**config.mk**
```make
export PLATFORM = sky130hd
export DESIGN_NAME = opa_select_pipe
export DESIGN_NICKNAME = d
export VERILOG_FILES = /design/src/rtl/opa_pkg.sv /design/src/rtl/opa_fwd_sel.sv /design/src/rtl/opa_select_pipe.sv
export SDC_FILE = /design/constraint.sdc
export NUM_CORES = 1
export LEC_CHECK = 0
export CELL_PAD_IN_SITES_DETAIL_PLACEMENT = 0
export CELL_PAD_IN_SITES_GLOBAL_PLACEMENT = 1
export CORE_MARGIN = 4
export CORE_UTILIZATION = 20
export CTS_BUF_LIST = sky130_fd_sc_hd__clkbuf_16
export CTS_CLUSTER_DIAMETER = 120
export DETAILED_ROUTE_END_ITERATION = 12
export GPL_TIMING_DRIVEN = 0
export PLACE_DENSITY = 0.82
export SLEW_MARGIN = 20
export SYNTH_ARGS = -nofsm -noshare
export SYNTH_HDL_FRONTEND = slang
export SYNTH_SLANG_ARGS = --single-unit
export TNS_END_PERCENT = 50
```
**constraint.sdc**
```tcl
create_clock -name clk -period 2.5 [get_ports clk]
set_input_delay 0.75 -clock clk [delete_from_list [all_inputs] [get_ports clk]]
set_output_delay 0.75 -clock clk [all_outputs]
set_load 0.01 [all_outputs]
```
**src/rtl/opa_pkg.sv**
```systemverilog
// -----------------------------------------------------------------------------
// opa_pkg
// Definitions shared by the operand-A select stage, the ALU and the hazard
// unit. It holds the a_src encodings, the default datapath widths and small
// helpers for decoding a_src.
//
// Optional feature macro: OPA_FWD_EN. The macro has no effect in this package.
// It enables EX/MEM forwarding inside opa_fwd_sel.
// -----------------------------------------------------------------------------
package opa_pkg;

   // Default widths. Instantiations may override them.
   localparam int OPA_WIDTH   = 32;
   localparam int OPA_SHAMT_W = 5;
   localparam int OPA_REG_AW  = 5;

   typedef logic [1:0] opa_src_t;

   // Encodings for the a_src output.
   localparam logic [1:0] OPA_SRC_RF    = 2'd0;
   localparam logic [1:0] OPA_SRC_SHAMT = 2'd1;
   localparam logic [1:0] OPA_SRC_EXF   = 2'd2;
   localparam logic [1:0] OPA_SRC_MEMF  = 2'd3;

   // Both forward encodings have bit 1 set. The hazard unit tests only that bit.
   function automatic logic opa_src_is_fwd(input opa_src_t s);
      return s[1];
   endfunction

   // Returns 1 when the operand came from the instruction word and not from a register.
   function automatic logic opa_src_is_imm(input opa_src_t s);
      return (s == OPA_SRC_SHAMT);
   endfunction

endpackage

```
**src/rtl/opa_fwd_sel.sv**
```systemverilog
// -----------------------------------------------------------------------------
// opa_fwd_sel
// Combinational priority select that produces the next operand A and its
// source tag. Priority order, highest first:
//   1. shift amount (eshift)
//   2. EX-stage forward   (OPA_FWD_EN only)
//   3. MEM-stage forward  (OPA_FWD_EN only)
//   4. register-file data
//
// Optional feature macro: OPA_FWD_EN. When the macro is undefined, the ex_* and
// mem_* inputs are ignored and only the RF or SHAMT source can be selected.
//
// Ports:
//   rs_addr, rs_data        source register number and its regfile value
//   shamt, eshift           shift-amount field and its select
//   ex_wr_en/addr/data      EX-stage writeback candidate
//   mem_wr_en/addr/data     MEM-stage writeback candidate
//   nxt_a, nxt_src          selected operand and its a_src encoding
// -----------------------------------------------------------------------------
module opa_fwd_sel
   import opa_pkg::*;
#(
   parameter int WIDTH   = OPA_WIDTH,
   parameter int SHAMT_W = OPA_SHAMT_W,
   parameter int REG_AW  = OPA_REG_AW
) (
   input  logic [REG_AW-1:0]  rs_addr,
   input  logic [WIDTH-1:0]   rs_data,
   input  logic [SHAMT_W-1:0] shamt,
   input  logic               eshift,
   input  logic               ex_wr_en,
   input  logic [REG_AW-1:0]  ex_wr_addr,
   input  logic [WIDTH-1:0]   ex_wr_data,
   input  logic               mem_wr_en,
   input  logic [REG_AW-1:0]  mem_wr_addr,
   input  logic [WIDTH-1:0]   mem_wr_data,
   output logic [WIDTH-1:0]   nxt_a,
   output logic [1:0]         nxt_src
);

   logic [WIDTH-1:0] sh_ext;

   // This form of zero-extension also works when SHAMT_W == WIDTH. In that
   // case a replication count would be zero.
   always_comb begin
      sh_ext                = '0;
      sh_ext[SHAMT_W-1:0]   = shamt;
   end

`ifdef OPA_FWD_EN
   logic rs_nz;
   logic ex_hit;
   logic mem_hit;

   // Register 0 is hard-wired, so a pending write to it is never forwarded.
   assign rs_nz   = (rs_addr != '0);
   assign ex_hit  = ex_wr_en  && (ex_wr_addr  == rs_addr) && rs_nz;
   assign mem_hit = mem_wr_en && (mem_wr_addr == rs_addr) && rs_nz;

   always_comb begin
      nxt_a   = rs_data;
      nxt_src = OPA_SRC_RF;
      if (eshift) begin
         nxt_a   = sh_ext;
         nxt_src = OPA_SRC_SHAMT;
      end else if (ex_hit) begin
         // EX holds the younger result, so it wins over MEM.
         nxt_a   = ex_wr_data;
         nxt_src = OPA_SRC_EXF;
      end else if (mem_hit) begin
         nxt_a   = mem_wr_data;
         nxt_src = OPA_SRC_MEMF;
      end
   end
`else
   // The forwarding ports stay in the port list so the wiring does not change
   // between builds. Their values are not used in this build.
   logic unused_fwd;
   assign unused_fwd = ^{rs_addr, ex_wr_en, ex_wr_addr, ex_wr_data,
                         mem_wr_en, mem_wr_addr, mem_wr_data};

   always_comb begin
      nxt_a   = rs_data;
      nxt_src = OPA_SRC_RF;
      if (eshift) begin
         nxt_a   = sh_ext;
         nxt_src = OPA_SRC_SHAMT;
      end
   end
`endif

endmodule

```
**src/rtl/opa_select_pipe.sv**
```systemverilog
// -----------------------------------------------------------------------------
// opa_select_pipe
// ALU operand-A select, registered at the ID/EX boundary behind a
// valid/ready handshake. The stage holds one entry. When the entry is
// consumed and a new operand is captured in the same cycle, the stage
// sustains one operand per cycle.
//
// Optional feature macro: OPA_FWD_EN. It enables EX/MEM forwarding in opa_fwd_sel.
//
// Ports:
//   clk, rst_n            clock and synchronous active-low reset
//   flush                 drops the held operand and any same-cycle capture
//   in_valid / in_ready   request handshake from decode
//   rs_addr, rs_data      source register and regfile data
//   shamt, eshift         shift-amount field and its select
//   ex_wr_*, mem_wr_*     forwarding candidates from the EX and MEM stages
//   out_valid / out_ready operand handshake to the ALU
//   a, a_src              registered operand and its source encoding
// -----------------------------------------------------------------------------
module opa_select_pipe
   import opa_pkg::*;
#(
   parameter int WIDTH   = OPA_WIDTH,
   parameter int SHAMT_W = OPA_SHAMT_W,
   parameter int REG_AW  = OPA_REG_AW
) (
   input  logic               clk,
   input  logic               rst_n,
   input  logic               flush,
   input  logic               in_valid,
   output logic               in_ready,
   input  logic [REG_AW-1:0]  rs_addr,
   input  logic [WIDTH-1:0]   rs_data,
   input  logic [SHAMT_W-1:0] shamt,
   input  logic               eshift,
   input  logic               ex_wr_en,
   input  logic [REG_AW-1:0]  ex_wr_addr,
   input  logic [WIDTH-1:0]   ex_wr_data,
   input  logic               mem_wr_en,
   input  logic [REG_AW-1:0]  mem_wr_addr,
   input  logic [WIDTH-1:0]   mem_wr_data,
   output logic               out_valid,
   input  logic               out_ready,
   output logic [WIDTH-1:0]   a,
   output logic [1:0]         a_src
);

   logic [WIDTH-1:0] nxt_a;
   logic [1:0]       nxt_src;
   logic             cap;

   opa_fwd_sel #(
      .WIDTH   (WIDTH),
      .SHAMT_W (SHAMT_W),
      .REG_AW  (REG_AW)
   ) u_sel (
      .rs_addr     (rs_addr),
      .rs_data     (rs_data),
      .shamt       (shamt),
      .eshift      (eshift),
      .ex_wr_en    (ex_wr_en),
      .ex_wr_addr  (ex_wr_addr),
      .ex_wr_data  (ex_wr_data),
      .mem_wr_en   (mem_wr_en),
      .mem_wr_addr (mem_wr_addr),
      .mem_wr_data (mem_wr_data),
      .nxt_a       (nxt_a),
      .nxt_src     (nxt_src)
   );

   // The slot is free when it is empty or is being drained this cycle.
   assign in_ready = !out_valid || out_ready;

   // Data registers load only on a real capture. This keeps don't-care
   // request fields out of the state while in_valid is low.
   assign cap = in_valid && in_ready && !flush;

   always_ff @(posedge clk) begin
      if (!rst_n) begin
         out_valid <= 1'b0;
         a         <= '0;
         a_src     <= OPA_SRC_RF;
      end else if (flush) begin
         // Flush creates a bubble. The stale operand stays on a.
         out_valid <= 1'b0;
      end else if (cap) begin
         out_valid <= 1'b1;
         a         <= nxt_a;
         a_src     <= nxt_src;
      end else if (out_ready) begin
         out_valid <= 1'b0;
      end
   end

endmodule
```
==> metrics.csv <==
stage,metric,value,unit
run_status,outcome,finished clean,
layout,Final Instance Area,0.002599,mm²
critical_path,crit-path most repeated cell,dlygate4sd2_1,
grt,largest net degree at the start of global routing,11,
power,Flop pwr share,38.6,%
drt,via/cell ratio,4.604,
drt,detail-routed net length per standard cell,14.97,µm
critical_path,Reg2Reg Launch Point,out_valid,
sta,"Slew Viols, Final",0,
layout,"most common cell after layout, fill and taps aside",clkdlybuf4s50_1,
sta,Hold WS,470.1,ps
grt,total global-route track usage,11.37,%
power,LEAKAGE,0.8790,nW
sta,Rel. slew slack,63.82,%
critical_path,worst setup path class,in2out,
critical_path,Required @ worst endpoint,1750,ps
placed_design,Detail Placement HPWL,3.699,mm
yosys,Mean Syn Cell Area,9.472,µm²
grt,first-pass GRT wire length,7.859,mm
grt,vias in the first global route,1501,
critical_path,Worst setup EP type,output port,
sta,Final setup viols,0,
die,I/O pin count,160,
placed_design,IO buf count,76,
die,row count,31,
die,Die Wd,95.86,µm
drt,ANT nets after route,0,
critical_path,Slowest cell on crit path,dlygate4sd2_1,
sta,Slew @ Worst Pin,542.7,ps
worst_hold_path,hold crit path type,reg2reg,
clock_network,Max Buffers Root-to-Sink,2,
drt,vias after detailed routing,1593,
layout,final-stage net count,371,
clock_network,CTS root buffer,clkbuf_16,
critical_path,Worst EP arrival,1660,ps
clock_network,CTS Hold Bufs,0,
placed_design,pre-CTS setup slack,-443.8,ps
clock_network,"CTS clk-pin slew, worst paths",50,ps
yosys,register area share after synthesis,44.08,%
sta,RSZ-0062 raised after global routing,no,
drt,DR iter-0 viols,67,
yosys,Synth Instances,163,
layout,Register Area,680.7,µm²
die,core area,0.007370,mm²
layout,multi-input logic area,689.4,µm²
critical_path,dominant delay contributor by cell family on the critical path,buffers and inverters,
sta,min Tclk post-route,2410,ps
clock_network,worst skew pair latency,270,ps
sta,Final Hold Vio Count,0,
drt,DRC Markers,0,
flow_run,max cap viols,0,
sta,setup tns final,0,ps
worst_hold_path,hold path start,a[19],
power,Peak VDD IR,0.2332,mV
layout,Util after Layout,35.26,%
grt,initial antenna violation count,0,
die,Die ar.,0.009189,mm²
power,Psw,320.2,µW
power,Tot Pwr,1.480,mW
drt,TritonRoute pass-1 iters,4,
drt,final wirelength,5.179,mm
clock_network,TritonCTS Sinks,34,
critical_path,CP Max Fanout,10,
sta,final worst slack,90.27,ps
critical_path,Setup crit start kind,input pin,
power,Comb pwr share,15.6,%
die,initial core utilization,20.95,%
sta,Peak Freq,415.0,MHz
clock_network,TritonCTS clock tree,yes,
layout,proportion of layout cells with a drive suffix above 1,10.12,%
grt,GRT overflow,0,
die,Die Height,95.86,µm
critical_path,critical path startpoint,out_ready,
placed_design,DP Area,0.002429,mm²
power,Pint,1.159,mW
layout,Finished Layout Cells,346,
sta,fin crit share,96.39,%
power,Power Density,569.3,mW/mm²
critical_path,worst path bufs/invs,4,
yosys,Synth Register Bits,34,
sta,Worst Skew,1.734,ps
yosys,synth unique cells,23,
layout,fill count,779,
clock_network,H-Tree Depth,2,
layout,most frequent cells in the layout,"clkdlybuf4s50_1, dfxtp_1, a21oi_1",
placed_design,Final GP Congestion,0.6943,
clock_network,Num CTS Buffers,5,
yosys,Synth warnings,0,
layout,ANT cells,0,
yosys,post-synthesis instance area,0.001544,mm²
yosys,post-synthesis net count,287,
critical_path,crit path cell chain,dlygate4sd2_1 > nor2b_4 > inv_4 > buf_6 > dlygate4sd2_1,
layout,area grow syn2layout,68.31,%
power,Clock power frac,45.8,%
critical_path,Slowest Stage Delay on Critical Path,280,ps
power,switching fraction of total power,21.64,%
placed_design,placed cells,338,
## per-layer routing
metal / share of wire [%] / up-vias / wire length, µm / global-route usage [%]
met4: 0.37 / 0 / 19 / 2.488
met5: 0 / - / 0 / 0
met2: 47 / 64 / 2422 / 18.18
li1: - / 769 / - / -
met1: 44 / 758 / 2292 / 14.82
met3: 8.6 / 2 / 444 / 3.831
## what timing repair did
item | CTS | global route
endpoints found under the setup margin | 1 | 0
buffers inserted | 1 | 0
gates resized for setup | 4 | 0
## power groups by stage
stage               clock network (mW)  registers, mW  logic, mW
floorplan                            0          0.592     0.0879
global placement                     0          0.583      0.231
detailed placement                   0          0.584      0.232
CTS                              0.703          0.572      0.233
global route                     0.735          0.574      0.249
finish                           0.677          0.572      0.231
## path summary, 6_finish.rpt
path                            depth (start not counted)  endpoint  slack (ps)
worst max-delay path                                    5  in_ready          90
worst min-delay path                                    2     a[19]         470
worst max register to register                          5     a[16]        1090
worst min register to register                          2     a[19]         470
## sequential cells by signal (all words and copies together) (netlist names)
signal	flops
out_valid	1
a_src	1
a	32
## kinds of logic (layout without fill, tap and decap cells)
logic type / Yosys count / count (layout) / share of synthesized area, %
compound gates: 66 / 66 / 22.53
buf+inv: 23 / 107 / 11.26
flops: 34 / 34 / 44.08
mux: 5 / 5 / 3.242
other cells: 1 / 1 / 0.2429
simple gates: 34 / 34 / 18.64
## worst reg2reg max path: cells and delay by family (launching register included)
family | cells | cell delay [ps]
AO/OA/AOI/OAI | 2 | 300
buffers and inverters | 2 | 520
flip-flops | 1 | 330
AND/OR/NAND/NOR | 1 | 180
## final cells by class
| type | count | share of cell area (%) |
|---|---|---|
| Timing Repair Buffer | 77 | 29.47 |
| Multi-Input combinational cell | 106 | 26.53 |
| Sequential cell | 34 | 26.19 |
| Buffer | 21 | 6.548 |
| Clock buffer | 5 | 4.815 |
| Tap cell | 99 | 4.767 |
| Clock inverter | 2 | 1.300 |
| Inverter | 2 | 0.3852 |
## cell usage after synthesis
cell | instances | area share (%)
clkbuf_1 | 7 | 1.7
nand4b_1 | 27 | 15
nor2_1 | 2 | 0.49
buf_4 | 3 | 1.5
nand3_1 | 1 | 0.32
clkbuf_8 | 3 | 2.7
buf_2 | 3 | 0.97
clkbuf_4 | 1 | 0.49
nor2b_4 | 2 | 1.8
o21ai_1 | 3 | 0.97
o21ai_0 | 25 | 8.1
inv_2 | 1 | 0.24
nor3_1 | 1 | 0.32
a211oi_1 | 4 | 1.9
mux2i_1 | 5 | 3.2
buf_6 | 3 | 2.2
buf_12 | 1 | 1.3
nand2b_1 | 1 | 0.41
a21oi_1 | 33 | 11
a211oi_2 | 1 | 0.81
dfxtp_1 | 34 | 44
conb_1 | 1 | 0.24
clkinv_1 | 1 | 0.24
Note: power is estimated with default switching activity, not from simulation.
